[config.mk]
export PLATFORM = sky130hd
export DESIGN_NAME = alu_exec_ctrl_flat
export DESIGN_NICKNAME = d
export VERILOG_FILES = /design/src/rtl/alu_exec_ctrl_if.sv /design/src/rtl/alu_exec_ctrl.sv /design/src/flat_wrapper.sv
export SDC_FILE = /design/constraint.sdc
export NUM_CORES = 1
export LEC_CHECK = 0
export BUFFER_PORTS_ARGS = -buffer_cell sky130_fd_sc_hd__buf_2
export CORE_MARGIN = 5
export CORE_UTILIZATION = 47
export DETAILED_ROUTE_END_ITERATION = 10
export PLACE_DENSITY = 0.88
export REMOVE_ABC_BUFFERS = 1
export SYNTH_ARGS = -nofsm -noshare
export SYNTH_HDL_FRONTEND = slang
export SYNTH_SLANG_ARGS = --single-unit
[constraint.sdc]
create_clock -name clk -period 2.05 [get_ports clk]
set_input_delay 0.41 -clock clk [delete_from_list [all_inputs] [get_ports clk]]
set_output_delay 0.41 -clock clk [all_outputs]
set_load 0.01 [all_outputs]
[src/rtl/alu_exec_ctrl_if.sv]
// Decode-to-execute instruction handshake.
//   op_valid  decode presents an instruction
//   op_ready  execute controller can accept (IDLE only)
//   op_code   20-bit ALU instruction code
//   op_ra     operand A register index, also the destination
//   op_rb     operand B register index
// master: decode side. slave: execute controller.
interface alu_exec_ctrl_if #(
  parameter int unsigned REG_AW = 4,
  parameter int unsigned OP_W   = 20
);
  logic              op_valid;
  logic              op_ready;
  logic [OP_W-1:0]   op_code;
  logic [REG_AW-1:0] op_ra;
  logic [REG_AW-1:0] op_rb;

  modport master (output op_valid, op_code, op_ra, op_rb, input op_ready);
  modport slave  (input op_valid, op_code, op_ra, op_rb, output op_ready);
endinterface

[src/rtl/alu_exec_ctrl.sv]
// Execute-stage sequencer for the 20-bit ALU: accepts one instruction,
// reads both operands, drives the ALU, writes back and keeps Z/N/C.
// Ports:
//   clk, rst            clock, synchronous active-high reset
//   op_if (slave)       decode handshake (valid/ready, code, ra, rb)
//   rf_rd_*             register-file read ports (1-cycle read latency)
//   rf_we/wr_addr/data  register-file write port
//   alu_*               ALU control, operands, carry in/out, result
//   flag_z/n/c          status flags
//   busy                high outside IDLE
//   illegal             one-cycle pulse after accepting an unknown code
module alu_exec_ctrl #(
  parameter  int unsigned DATA_W = 20,
  parameter  int unsigned REG_AW = 4,
  localparam int unsigned OP_W   = 20
) (
  input  logic              clk,
  input  logic              rst,
  alu_exec_ctrl_if.slave    op_if,
  output logic [REG_AW-1:0] rf_rd_a_addr,
  output logic [REG_AW-1:0] rf_rd_b_addr,
  input  logic [DATA_W-1:0] rf_rd_a_data,
  input  logic [DATA_W-1:0] rf_rd_b_data,
  output logic              rf_we,
  output logic [REG_AW-1:0] rf_wr_addr,
  output logic [DATA_W-1:0] rf_wr_data,
  output logic [OP_W-1:0]   alu_instr,
  output logic [DATA_W-1:0] alu_a,
  output logic [DATA_W-1:0] alu_b,
  output logic              alu_carry_in,
  input  logic [DATA_W-1:0] alu_result,
  input  logic              alu_carry_out,
  output logic              flag_z,
  output logic              flag_n,
  output logic              flag_c,
  output logic              busy,
  output logic              illegal
);

  localparam logic [OP_W-1:0] OP_NOT   = 20'h000A1;
  localparam logic [OP_W-1:0] OP_OR    = 20'h000C9;
  localparam logic [OP_W-1:0] OP_AND   = 20'h000B5;
  localparam logic [OP_W-1:0] OP_XOR   = 20'h000DD;
  localparam logic [OP_W-1:0] OP_SHFTR = 20'h000F1;
  localparam logic [OP_W-1:0] OP_SHFTL = 20'h00105;
  localparam logic [OP_W-1:0] OP_ROTR  = 20'h00119;
  localparam logic [OP_W-1:0] OP_ROTL  = 20'h0012D;
  localparam logic [OP_W-1:0] OP_SWAP  = 20'h00011;
  localparam logic [OP_W-1:0] OP_INC   = 20'h00141;
  localparam logic [OP_W-1:0] OP_DEC   = 20'h00155;
  localparam logic [OP_W-1:0] OP_ADD   = 20'h00169;
  localparam logic [OP_W-1:0] OP_ADDC  = 20'h0017D;
  localparam logic [OP_W-1:0] OP_SUB   = 20'h00191;
  localparam logic [OP_W-1:0] OP_SUBC  = 20'h001A5;
  localparam logic [OP_W-1:0] OP_EQ    = 20'h001B9;
  localparam logic [OP_W-1:0] OP_GT    = 20'h001CD;
  localparam logic [OP_W-1:0] OP_LT    = 20'h001E1;
  localparam logic [OP_W-1:0] OP_GET   = 20'h001F5;
  localparam logic [OP_W-1:0] OP_LET   = 20'h00209;

  typedef enum logic [2:0] {
    ST_IDLE, ST_READ, ST_EXEC, ST_WB, ST_WB2
  } state_e;

  typedef enum logic [2:0] {
    CLS_WRITE, CLS_SWAP, CLS_CMP, CLS_ILL
  } op_cls_e;

  // Logic, shift/rotate and arithmetic share one writeback/flag rule.
  function automatic op_cls_e op_class(input logic [OP_W-1:0] code);
    case (code)
      OP_NOT, OP_OR, OP_AND, OP_XOR,
      OP_SHFTR, OP_SHFTL, OP_ROTR, OP_ROTL,
      OP_INC, OP_DEC, OP_ADD, OP_ADDC, OP_SUB, OP_SUBC: op_class = CLS_WRITE;
      OP_SWAP:                                          op_class = CLS_SWAP;
      OP_EQ, OP_GT, OP_LT, OP_GET, OP_LET:              op_class = CLS_CMP;
      default:                                          op_class = CLS_ILL;
    endcase
  endfunction

  state_e            state_q, state_d;
  logic [OP_W-1:0]   op_q, op_d;
  logic [REG_AW-1:0] ra_q, ra_d;
  logic [REG_AW-1:0] rb_q, rb_d;
  logic [DATA_W-1:0] a_q, a_d;
  logic [DATA_W-1:0] b_q, b_d;
  logic [OP_W-1:0]   alu_instr_q, alu_instr_d;
  logic              rf_we_q, rf_we_d;
  logic [REG_AW-1:0] rf_wr_addr_q, rf_wr_addr_d;
  logic [DATA_W-1:0] rf_wr_data_q, rf_wr_data_d;
  logic              flag_z_q, flag_z_d;
  logic              flag_n_q, flag_n_d;
  logic              flag_c_q, flag_c_d;
  logic              op_ready_q, op_ready_d;
  logic              busy_q, busy_d;
  logic              illegal_q, illegal_d;

  // Next-state, datapath and registered-output logic.
  always_comb begin
    state_d      = state_q;
    op_d         = op_q;
    ra_d         = ra_q;
    rb_d         = rb_q;
    a_d          = a_q;
    b_d          = b_q;
    alu_instr_d  = alu_instr_q;
    rf_we_d      = 1'b0;
    rf_wr_addr_d = rf_wr_addr_q;
    rf_wr_data_d = rf_wr_data_q;
    flag_z_d     = flag_z_q;
    flag_n_d     = flag_n_q;
    flag_c_d     = flag_c_q;
    illegal_d    = 1'b0;

    case (state_q)
      ST_IDLE: begin
        if (op_if.op_valid && op_ready_q) begin
          op_d = op_if.op_code;
          ra_d = op_if.op_ra;
          rb_d = op_if.op_rb;
          if (op_class(op_if.op_code) == CLS_ILL) illegal_d = 1'b1;
          else                                     state_d   = ST_READ;
        end
      end
      ST_READ: begin
        a_d         = rf_rd_a_data;
        b_d         = rf_rd_b_data;
        alu_instr_d = op_q;
        state_d     = ST_EXEC;
      end
      // ALU result/carry are captured straight into the write port and
      // flags so they are visible during WB.
      ST_EXEC: begin
        state_d = ST_WB;
        case (op_class(op_q))
          CLS_WRITE: begin
            rf_we_d      = 1'b1;
            rf_wr_addr_d = ra_q;
            rf_wr_data_d = alu_result;
            flag_z_d     = (alu_result == '0);
            flag_n_d     = alu_result[DATA_W-1];
            if (op_q == OP_ADDC || op_q == OP_SUBC) flag_c_d = alu_carry_out;
          end
          CLS_SWAP: begin
            rf_we_d      = 1'b1;
            rf_wr_addr_d = ra_q;
            rf_wr_data_d = b_q;
          end
          CLS_CMP: begin
            case (op_q)
              OP_EQ:  flag_z_d = (a_q == b_q);
              OP_GT:  flag_n_d = (a_q > b_q);
              OP_LT:  flag_n_d = (a_q < b_q);
              OP_GET: begin
                flag_z_d = (a_q >= b_q);
                flag_n_d = !(a_q >= b_q);
              end
              OP_LET: begin
                flag_z_d = (a_q <= b_q);
                flag_n_d = (a_q <= b_q);
              end
              default: ;
            endcase
          end
          default: ;
        endcase
      end
      // SWAP second half: A goes to rb; with ra==rb this restores the value.
      ST_WB: begin
        if (op_q == OP_SWAP) begin
          rf_we_d      = 1'b1;
          rf_wr_addr_d = rb_q;
          rf_wr_data_d = a_q;
          state_d      = ST_WB2;
        end else begin
          state_d = ST_IDLE;
        end
      end
      ST_WB2:  state_d = ST_IDLE;
      default: state_d = ST_IDLE;
    endcase

    op_ready_d = (state_d == ST_IDLE);
    busy_d     = (state_d != ST_IDLE);
  end

  always_ff @(posedge clk) begin
    if (rst) begin
      state_q      <= ST_IDLE;
      op_q         <= '0;
      ra_q         <= '0;
      rb_q         <= '0;
      a_q          <= '0;
      b_q          <= '0;
      alu_instr_q  <= '0;
      rf_we_q      <= 1'b0;
      rf_wr_addr_q <= '0;
      rf_wr_data_q <= '0;
      flag_z_q     <= 1'b0;
      flag_n_q     <= 1'b0;
      flag_c_q     <= 1'b0;
      op_ready_q   <= 1'b1;
      busy_q       <= 1'b0;
      illegal_q    <= 1'b0;
    end else begin
      state_q      <= state_d;
      op_q         <= op_d;
      ra_q         <= ra_d;
      rb_q         <= rb_d;
      a_q          <= a_d;
      b_q          <= b_d;
      alu_instr_q  <= alu_instr_d;
      rf_we_q      <= rf_we_d;
      rf_wr_addr_q <= rf_wr_addr_d;
      rf_wr_data_q <= rf_wr_data_d;
      flag_z_q     <= flag_z_d;
      flag_n_q     <= flag_n_d;
      flag_c_q     <= flag_c_d;
      op_ready_q   <= op_ready_d;
      busy_q       <= busy_d;
      illegal_q    <= illegal_d;
    end
  end

  // Read addresses come from the handshake while IDLE so the register
  // file's one-cycle read lands in READ.
  assign rf_rd_a_addr = (state_q == ST_IDLE) ? op_if.op_ra : ra_q;
  assign rf_rd_b_addr = (state_q == ST_IDLE) ? op_if.op_rb : rb_q;

  assign op_if.op_ready = op_ready_q;
  assign busy           = busy_q;
  assign illegal        = illegal_q;
  assign rf_we          = rf_we_q;
  assign rf_wr_addr     = rf_wr_addr_q;
  assign rf_wr_data     = rf_wr_data_q;
  assign alu_instr      = alu_instr_q;
  assign alu_a          = a_q;
  assign alu_b          = b_q;
  assign alu_carry_in   = flag_c_q;
  assign flag_z         = flag_z_q;
  assign flag_n         = flag_n_q;
  assign flag_c         = flag_c_q;

endmodule

[src/flat_wrapper.sv]
// flat-port wrapper written by rule: the top's interface ports become plain ports
module alu_exec_ctrl_flat 
#(
  parameter  int unsigned DATA_W = 20,
  parameter  int unsigned REG_AW = 4,
  localparam int unsigned OP_W   = 20
)
  (clk, rst, rf_rd_a_addr, rf_rd_b_addr, rf_rd_a_data, rf_rd_b_data, rf_we, rf_wr_addr, rf_wr_data, alu_instr, alu_a, alu_b, alu_carry_in, alu_result, alu_carry_out, flag_z, flag_n, flag_c, busy, illegal, op_if_op_valid, op_if_op_code, op_if_op_ra, op_if_op_rb, op_if_op_ready);
  alu_exec_ctrl_if #(.REG_AW(REG_AW)) op_if_i ();
  input  logic clk;
  input  logic rst;
  output logic [REG_AW-1:0] rf_rd_a_addr;
  output logic [REG_AW-1:0] rf_rd_b_addr;
  input  logic [DATA_W-1:0] rf_rd_a_data;
  input  logic [DATA_W-1:0] rf_rd_b_data;
  output logic rf_we;
  output logic [REG_AW-1:0] rf_wr_addr;
  output logic [DATA_W-1:0] rf_wr_data;
  output logic [OP_W-1:0] alu_instr;
  output logic [DATA_W-1:0] alu_a;
  output logic [DATA_W-1:0] alu_b;
  output logic alu_carry_in;
  input  logic [DATA_W-1:0] alu_result;
  input  logic alu_carry_out;
  output logic flag_z;
  output logic flag_n;
  output logic flag_c;
  output logic busy;
  output logic illegal;
  input wire logic [$bits(op_if_i.op_valid)-1:0] op_if_op_valid;
  input wire logic [$bits(op_if_i.op_code)-1:0] op_if_op_code;
  input wire logic [$bits(op_if_i.op_ra)-1:0] op_if_op_ra;
  input wire logic [$bits(op_if_i.op_rb)-1:0] op_if_op_rb;
  output wire logic [$bits(op_if_i.op_ready)-1:0] op_if_op_ready;
  assign op_if_i.op_valid = op_if_op_valid;
  assign op_if_i.op_code = op_if_op_code;
  assign op_if_i.op_ra = op_if_op_ra;
  assign op_if_i.op_rb = op_if_op_rb;
  assign op_if_op_ready = op_if_i.op_ready;
  alu_exec_ctrl #(.DATA_W(DATA_W), .REG_AW(REG_AW)) u_core (.clk(clk), .rst(rst), .op_if(op_if_i), .rf_rd_a_addr(rf_rd_a_addr), .rf_rd_b_addr(rf_rd_b_addr), .rf_rd_a_data(rf_rd_a_data), .rf_rd_b_data(rf_rd_b_data), .rf_we(rf_we), .rf_wr_addr(rf_wr_addr), .rf_wr_data(rf_wr_data), .alu_instr(alu_instr), .alu_a(alu_a), .alu_b(alu_b), .alu_carry_in(alu_carry_in), .alu_result(alu_result), .alu_carry_out(alu_carry_out), .flag_z(flag_z), .flag_n(flag_n), .flag_c(flag_c), .busy(busy), .illegal(illegal));
endmodule
* Word level (Yosys, flattened, before mapping)
Index checks and enable logic that the tools add are counted.
W data, S select, Z words.
** Cells by class
- Bitwise operators :: 2
- Order comparisons :: 4
- Reductions and logical operators :: 22
- Equality and inequality tests :: 52
- Muxes and demuxes :: 25
** Operators with widths (count)
- $eq A20 B9 Y1 const B :: 26
- $eq A20 B8 Y1 const B :: 10
- $pmux W20 S2 :: 2
- $eq A20 B10 Y1 const B :: 2
- $eq A20 B5 Y1 const B :: 2
- $reduce_or A14 Y1 :: 2
- $eq A20 B20 Y1 :: 1
- $ge A20 B20 Y1 :: 1
- $gt A20 B20 Y1 :: 1
- $le A20 B20 Y1 :: 1
- $logic_not A20 Y1 :: 1
- $lt A20 B20 Y1 :: 1
- $mux W20 :: 1
- $mux W3 :: 6
- $mux W4 :: 4
- $reduce_and A3 Y1 :: 5
- $eq A3 B2 Y1 const B :: 4
- $pmux W2 S3 :: 2
- $pmux W3 S4 :: 1
- $reduce_or A5 Y1 :: 2
- $logic_not A3 Y1 :: 3
- $pmux W4 S2 :: 1
- $eq A3 B1 Y1 const B :: 2
- $pmux W1 S2 :: 3
- 17 further kinds :: 21
** Word-level totals
- Bits in registers :: 122

* Longest topological paths before layout
Gate-level depths: netlist of run 1.
- Depth in word-level cells :: 10
- Gate-level depth with buffers :: 9

* Worst setup path after synthesis of run 1
OpenSTA, ideal clock, no wires.
- Path type :: input to register
- Start point :: in op_if_op_code[5]
- End point :: reg u_core.state_q[0]
- Data required time :: 1.979 ns
- Path buffers :: 1
- Stages on the path :: 8
- Arrival :: 2.042 ns
- Path slack :: -0.064 ns
- Cells stage by stage :: clkbuf_1 -> nor3_1 -> nand2b_1 -> mux4_2 -> o21ai_1 -> nand3_1 -> a2111oi_2 -> o21bai_1
** On the way
- Word-level cells in the longest chain between the ends :: 9
- Elaborated cells on any way between the ends :: 29
- Those cells by class :: 21 x eq/ne; 6 x mux; 2 x reduce/logical
** RTL lines
- start: declaration :: RTL line flat_wrapper.sv:31 : input wire logic [$bits(op_if_i.op_code)-1:0] op_if_op_code;
- $eq A20 B8 Y1, or another cell as far along :: RTL line alu_exec_ctrl.sv:71 : case (code)
- $reduce_or A14 Y1 / $reduce_or A5 Y1 (equally long branches) :: RTL line alu_exec_ctrl.sv:71
- $pmux W2 S3 (*) :: RTL line alu_exec_ctrl.sv:71
- $mux W3 (*) :: RTL line alu_exec_ctrl.sv:117 : if (op_if.op_valid && op_ready_q) begin
- $mux W3 (*) :: RTL line alu_exec_ctrl.sv:115 : case (state_q)
- $eq A3 B2 Y1 (*) :: RTL line alu_exec_ctrl.sv:121 : if (op_class(op_if.op_code) == CLS_ILL) illegal_d = 1'b1;
- $mux W3 (*) :: RTL line alu_exec_ctrl.sv:121
- $mux W3 (*) :: RTL line alu_exec_ctrl.sv:117
- $pmux W3 S4 (*) :: RTL line alu_exec_ctrl.sv:115
- end signal: assignment :: RTL line alu_exec_ctrl.sv:206 : state_q <= state_d;
- end: declaration :: RTL line alu_exec_ctrl.sv:81 : state_e state_q, state_d;
Mark *: on every way between the ends. The rest lies on a longest branch, timed or not. The select of a mux whose other input is x is not followed.
A chain may end at the register's enable or synchronous reset.

* Final worst setup path of run 1
- Start point :: reg u_core.op_q[3]
- End point :: reg u_core.rf_wr_data_q[14], in the netlist u_core.rf_wr_data[14]
** On the way
- Word-level cells in the longest chain between the ends :: 7
- Elaborated cells on any way between the ends :: 31
- Those cells by class :: 23 x eq/ne; 4 x mux; 4 x reduce/logical
** RTL lines
- start: declaration :: RTL line alu_exec_ctrl.sv:82 : logic [OP_W-1:0] op_q, op_d;
- start signal: assignment :: RTL line alu_exec_ctrl.sv:207 : op_q <= op_d;
- $eq A20 B8 Y1, or another cell as far along :: RTL line alu_exec_ctrl.sv:71
- $reduce_or A14 Y1 / $reduce_or A5 Y1 (equally long branches) :: RTL line alu_exec_ctrl.sv:71
- $pmux W2 S3 :: RTL line alu_exec_ctrl.sv:71
- $mux W3 :: RTL line alu_exec_ctrl.sv:115
- $eq A3 B1 Y1 / $logic_not A3 Y1 (equally long branches) :: RTL line alu_exec_ctrl.sv:135 : case (op_class(op_q))
- $pmux W20 S2 / $ne A3 B3 Y1 (equally long branches)
- $pmux W20 S2 / $reduce_and A3 Y1 (equally long branches)
- end signal: assignment :: RTL line alu_exec_ctrl.sv:215 : rf_wr_data_q <= rf_wr_data_d;
- end: declaration :: RTL line alu_exec_ctrl.sv:90 : logic [DATA_W-1:0] rf_wr_data_q, rf_wr_data_d;
Parallel ways exist; a longest one is shown, timed or not. The select of a mux whose other input is x is not followed.

==> impl_metrics.env, run 1 <==
export IMPL_outcome="finished, violations left"
export IMPL_violations="setup timing"
export IMPL_drt_wl_total_um=21600
export IMPL_hold_start="rf_rd_b_data[5]"
export IMPL_fmax_mhz=436
export IMPL_synth_area_leaders="dfxtp_1 39%, nand2_1 12%, a21oi_1 9.8%, ha_1 4.0%, mux2i_1 4.0%"
export IMPL_synth_simple_gate_area_frac=0.255
export IMPL_yosysSeqAreaShare=0.390
export IMPL_clock_sinks=122
export IMPL_hold_viol_final=0
export IMPL_numPortBuffers=191
export IMPL_ys_ff_latch=122
export IMPL_vias=6995
export IMPL_track_usage=0.249
export IMPL_p_leak_nw=3.98
export IMPL_synthMuxAreaShare=0.0652
export IMPL_post_route_util=0.700
export IMPL_grt_start_max_net_pins=50
export IMPL_die_area_mm2=0.0157
export IMPL_path_class="register to register"
export IMPL_clkTransAtPathRegs_ns=0.06
export IMPL_worstSkewPairLatency_ns=0.42
export IMPL_relSlewSlack=0.644
export IMPL_dr_pass1_iters=5
export IMPL_syn_avg_cell_area_um2=7.89
export IMPL_syn_to_final_growth_pct=46.9
export IMPL_wl_per_cell_um=17.4
export IMPL_skew_ns=0.00818
export IMPL_ant_nets=0
export IMPL_num_antenna_cells=0
export IMPL_yosysTopAreaCellShare=0.390
export IMPL_vdd_drop_max_v=0.000561
export IMPL_synth_compound_area_frac=0.183
export IMPL_start_kind="register"
export IMPL_final_setup_viol_count=26
export IMPL_coreArea_mm2=0.0131
export IMPL_initial_core_util=0.476
export IMPL_antenna_found_initial=0
export IMPL_hp_class="input port to register"
export IMPL_grt_pass1_vias=6566
export IMPL_syn_cell_area_mm2=0.00626
export IMPL_synthAdderAreaFrac=0.0400
export IMPL_layout_drive_gt1_share=0.403
export IMPL_rows=42
export IMPL_rsz0062_at_grt="yes"
export IMPL_htreeDepth=4
export IMPL_yosys_warnings=0
export IMPL_postCtsHoldBufs=0
export IMPL_synth_xor_area_frac=0.00700
export IMPL_clockRootBuffer="clkbuf_16"
export IMPL_synth_edf_count=0
export IMPL_syn_inst=793
export IMPL_cp_arrival_ns=2.64
export IMPL_hpwl_um=13800
export IMPL_report_final_slew_viol_count=0
export IMPL_die_width_um=125
export IMPL_grt_ovfl_total=0
export IMPL_fin_crit_ns=2.29
export IMPL_via_per_inst=5.62
export IMPL_cp_startpoint="u_core.op_q[3]"
export IMPL_final_period_utilization=1.12
export IMPL_postSynth_asyncResetShare=0
export IMPL_yosys_area_top_type="dfxtp_1"
export IMPL_synth_top_family_by_area="simple AND/OR/NAND/NOR gates"
export IMPL_nNetsFinal=1167
export IMPL_layout_setup_ws_ns=-0.242
export IMPL_die_y_um=125
export IMPL_drc=0
export IMPL_grt_pass1_wl_um=32400
export IMPL_worstMarginPinSlew_ns=0.529
export IMPL_crit_required_ns=2.40
export IMPL_synthDistinctLibCells=67
export IMPL_timing_rr_start="u_core.op_q[3]"
export IMPL_cap_violations=0
export IMPL_crit_fanout=8
export IMPL_cts_buffers=17
export IMPL_p_per_area_mw_per_mm2=658
export IMPL_hold_slack_ns=0.223
export IMPL_first_iter_violations=426
export IMPL_cts_path_max_buffers=2
export IMPL_synth_top_flop_cell="dfxtp_1"
export IMPL_cts_tree="yes"
export IMPL_place_gp_congestion=0.946
export IMPL_cp_end_kind="register"
export IMPL_num_io_pins=192
export IMPL_rrSetupSlack_ns=-0.24
## repair_timing
action,CTS,global route
endpoints found under the setup margin,36,36
gates cloned,3,3
resized for setup,59,55
setup buffers,14,11
pin swaps,20,40
## per-layer routing
layer / wire length (um) / vias to the layer above / GRT usage / part of all wire
met3: 1720 / 71 / 0.0606 / 0.079
met5: 0 / - / 0 / 0
li1: - / 3270 / - / -
met2: 10700 / 368 / 0.422 / 0.49
met4: 707 / 0 / 0.103 / 0.033
met1: 8510 / 3286 / 0.303 / 0.39
## power by group
part | switching [mW] | internal [mW] | leakage, nW
clock network | 1.14 | 1.91 | 0.277
logic | 0.277 | 0.272 | 2.71
registers | 0.0454 | 2.40 | 0.998
## worst max-delay path, cell delays in order, from the launching register on
cell       delay [ns]
dfxtp_4          0.36
buf_8            0.14
and4bb_1         0.21
a22oi_2          0.18
o2111ai_2        0.17
or2_4            0.30
a32oi_4          0.20
buf_12           0.19
buf_12           0.11
clkbuf_16        0.16
nand2_4          0.05
a21oi_2          0.15
## registers in the layout, indices dropped and copies added (netlist names), 3 cells and up
name               flops
u_core.alu_a          20
u_core.alu_b          20
u_core.alu_instr      20
u_core.op_q           20
u_core.rf_wr_data     20
u_core.ra_q            4
u_core.rb_q            4
u_core.rf_wr_addr      4
u_core.state_q         3
## logic make-up (layout without fill, tap and decap cells)
group	after synthesis	in the layout
AO/OA/AOI/OAI	187	187
flip-flops	122	122
adder cells (fa/ha/maj)	20	20
multiplexers	38	38
AND/OR/NAND/NOR	340	340
XOR/XNOR	5	5
buffers and inverters	81	356
## layout by cell type (no fill, tap or decap), types with 4 or more instances in the layout
cell type   count
nand2_4         7
nand2_1       195
nand3_1        10
o21ai_1         5
dfxtp_1       102
a21oi_2        14
nand2_2         4
o21ai_0        10
ha_4            4
dfxtp_4         4
mux2i_1        25
nand4_1         8
o211ai_1        5
buf_12          9
mux2_4          8
nor2b_1         8
nand2b_1       10
buf_2         182
clkbuf_16      20
buf_4          93
inv_1          21
mux2_2          4
nor2_1         39
a211o_1        20
clkinvlp_4      6
ha_1           16
a21oi_1       109
nor3_1          6
buf_6          11
dfxtp_2        16
xnor2_1         4
nor4_1          8
## final cells by class
type | count | area (um^2)
multi-input combinational | 590 | 3780
clock buffer | 17 | 425
clock inverter | 15 | 176
timing repair buffer | 300 | 2020
fill | 981 | 3950
inverter | 24 | 90.1
sequential | 122 | 2480
tap | 176 | 220
## final timing paths
check                               end  cells after the start
setup / recovery  u_core.rf_wr_data[14]                     11
hold / removal          u_core.alu_b[5]                      3
setup reg to reg  u_core.rf_wr_data[14]                     11
hold reg to reg    u_core.rf_wr_data[8]                      2
## Yosys cell counts (all sizes together), types with 3 or more instances
master and number:
a211o 20, a21o 3, a21oi 123, a32oi 3, and3 4, and4 3
buf 19, clkbuf 38, dfxtp 122, ha 20, inv 24, mux2 12
mux2i 25, nand2 206, nand2b 10, nand3 11, nand3b 3, nand4 9
nand4b 3, nor2 42, nor2b 8, nor3 10, nor3b 3, nor4 12
nor4b 3, o211ai 5, o21ai 15, or2 4, xnor2 4
## stage by stage
step                area (um^2)  setup slack, ns  std cells  total power, mW  setup TNS (ns)
floorplan                  5970           -0.443        736             2.66          -10.35
global placement           7810           -0.303       1183             2.94           -1.47
detailed placement         7810           -0.350       1183             2.95           -3.79
CTS                        8850           -0.149       1232             6.02           -2.76
global route               9190           -0.299       1244             6.22           -6.59
finish                     9190           -0.242       1244             6.05           -4.58
No activity file was read; power rests on OpenSTA's default activity.
==> run 2, diff against run 1 <==
--- a/config.mk
+++ b/config.mk
@@ -6,7 +6,7 @@
 export NUM_CORES = 1
 export LEC_CHECK = 0
 export BUFFER_PORTS_ARGS = -buffer_cell sky130_fd_sc_hd__buf_2
-export CORE_MARGIN = 5
+export CORE_MARGIN = 2
 export CORE_UTILIZATION = 47
 export DETAILED_ROUTE_END_ITERATION = 10
 export PLACE_DENSITY = 0.88
==> run 2 against run 1 <==
Effect of this change: the run still ends with setup timing left; worst setup slack got worse by 0.14 ns; sequential share of layout area decreased by 0.17 points; design area increased by 1.1%; largest power group unchanged.
==> impl_metrics.env, run 2 (synthesized netlist as in run 1, its figures left out) <==
export IMPL_outcome="finished, violations left"
export IMPL_violations="setup timing"
export IMPL_mostFrequentLayoutCell="nand2_1"
export IMPL_slowest_stage="dfxtp_1"
export IMPL_total_power_mw=5.86
export IMPL_pre_cts_slack_ns=-0.458
export IMPL_drt_wl_total_um=22300
export IMPL_skew_ns=0.0121
export IMPL_cts_path_max_buffers=2
export IMPL_coreArea_mm2=0.0131
export IMPL_report_final_slew_viol_count=0
export IMPL_worstMarginPinSlew_ns=0.568
export IMPL_cts_buffers=17
export IMPL_fmax_mhz=412
export IMPL_worstSkewPairLatency_ns=0.42
export IMPL_track_usage=0.270
export IMPL_die_area_mm2=0.0142
export IMPL_ant_nets=0
export IMPL_path_class="register to register"
export IMPL_dr_pass1_iters=7
export IMPL_initial_core_util=0.476
export IMPL_syn_to_final_growth_pct=48.5
export IMPL_cts_tree="yes"
export IMPL_cp_end_kind="register"
export IMPL_grt_ovfl_total=0
export IMPL_clkTransAtPathRegs_ns=0.06
export IMPL_htreeDepth=4
export IMPL_vias=7024
export IMPL_hpwl_um=13100
export IMPL_slowest_delay_ns=0.47
export IMPL_rrSetupSlack_ns=-0.38
export IMPL_cp_arrival_ns=2.72
export IMPL_hold_viol_final=0
export IMPL_grt_pass1_vias=6346
export IMPL_cp_startpoint="u_core.alu_a[14]"
export IMPL_hp_class="input port to register"
export IMPL_final_period_utilization=1.18
export IMPL_die_width_um=119
export IMPL_relSlewSlack=0.622
export IMPL_layout_drive_gt1_share=0.410
export IMPL_layout_setup_ws_ns=-0.378
export IMPL_cap_violations=0
export IMPL_vdd_drop_max_v=0.000493
export IMPL_crit_required_ns=2.34
export IMPL_crit_fanout=4
export IMPL_wl_per_cell_um=17.8
export IMPL_rows=42
export IMPL_place_gp_congestion=0.909
export IMPL_cp_cell_sequence="ha_4 -> nand4_1 -> buf_4 -> nor3_1 -> a22oi_1 -> nand3b_1 -> buf_6 -> o31a_1 -> o211ai_1 -> a21boi_1"
export IMPL_start_kind="register"
export IMPL_drc=0
export IMPL_numPortBuffers=191
export IMPL_r2r_end="u_core.flag_n"
export IMPL_grt_start_max_net_pins=58
export IMPL_fin_crit_ns=2.43
export IMPL_postCtsHoldBufs=0
export IMPL_reg2reg_depth=10
export IMPL_antenna_found_initial=1
export IMPL_num_io_pins=192
export IMPL_clockRootBuffer="clkbuf_16"
export IMPL_crit_path_end="u_core.flag_n"
export IMPL_grt_pass1_wl_um=31100
export IMPL_hold_slack_ns=0.226
export IMPL_nNetsFinal=1173
export IMPL_clock_sinks=122
export IMPL_timing_rr_start="u_core.alu_a[14]"
export IMPL_first_iter_violations=568
export IMPL_die_y_um=119
export IMPL_final_cell_mix="201 x nand2_1, 183 x buf_2, 113 x a21oi_1, 95 x dfxtp_1, 88 x buf_4"
export IMPL_p_leak_nw=4.03
export IMPL_via_per_inst=5.61
export IMPL_rsz0062_at_grt="yes"
export IMPL_n_fill_cell=983
export IMPL_final_setup_viol_count=26
export IMPL_p_per_area_mw_per_mm2=631
[run 2: worst max-delay path: cells and delay by family (launching register included)]
kind,cells,cell delay (ns)
buf+inv,2,0.33
fa+ha+maj,1,0.25
simple gates,3,0.40
flops,1,0.47
compound gates,4,0.84
[run 2: area by class of cell]
type | instances | area [um^2] | area share
Antenna cell | 2 | 5.00 | 0.000539
Clock buffer | 25 | 495 | 0.0533
Clock inverter | 7 | 65.1 | 0.00700
Inverter | 24 | 90.1 | 0.00969
Multi-Input combinational cell | 590 | 3830 | 0.412
Sequential cell | 122 | 2490 | 0.268
Tap cell | 176 | 220 | 0.0237
Timing Repair Buffer | 306 | 2100 | 0.226
[run 2: metal layers]
layer / vias up / GRT usage / wire (um)
li1: 3279 / - / -
met1: 3245 / 0.337 / 8850
met2: 412 / 0.452 / 10600
met3: 88 / 0.0738 / 1930
met4: 0 / 0.0926 / 892
met5: - / 0 / 0
[run 2: worst min path at each step]
stage                               start               endpoint  slack [ns]  cells past startpoint
finish                    rf_rd_b_data[4]        u_core.alu_b[4]        0.23                      3
global route             rf_rd_a_data[12]       u_core.alu_a[12]        0.22                      3
floorplan                  u_core.ra_q[0]         u_core.ra_q[0]        0.44                      2
global placement    u_core.rf_wr_data[14]  u_core.rf_wr_data[14]        0.44                      2
CTS                       rf_rd_b_data[8]        u_core.alu_b[8]        0.21                      3
detailed placement  u_core.rf_wr_data[14]  u_core.rf_wr_data[14]        0.44                      2
[run 2: where the power goes]
group	switching [mW]	internal, mW	leakage (nW)
combinational	0.280	0.284	2.75
sequential	0.0476	2.41	1.00
clock	1.06	1.79	0.273
total	1.39	4.48	4.03
[run 2: metrics by stage]
stage          utilization  setup TNS (ns)  instances  area (um^2)
6_report             0.707           -4.49       1252         9290
5_1_grt              0.707           -6.67       1251         9290
4_1_cts              0.675           -1.40       1238         8870
3_5_place_dp         0.594           -3.75       1183         7810
3_3_place_gp         0.594           -3.12       1183         7810
2_1_floorplan            -          -10.35        736         5970
[run 2: repair_timing]
item | in CTS | in global routing
cloned | 4 | 3
endpoints found under the setup margin | 36 | 36
hold endpoints to repair | 0 | 0
gates resized for setup | 68 | 70
pin swaps | 48 | 24
buffers inserted | 19 | 15
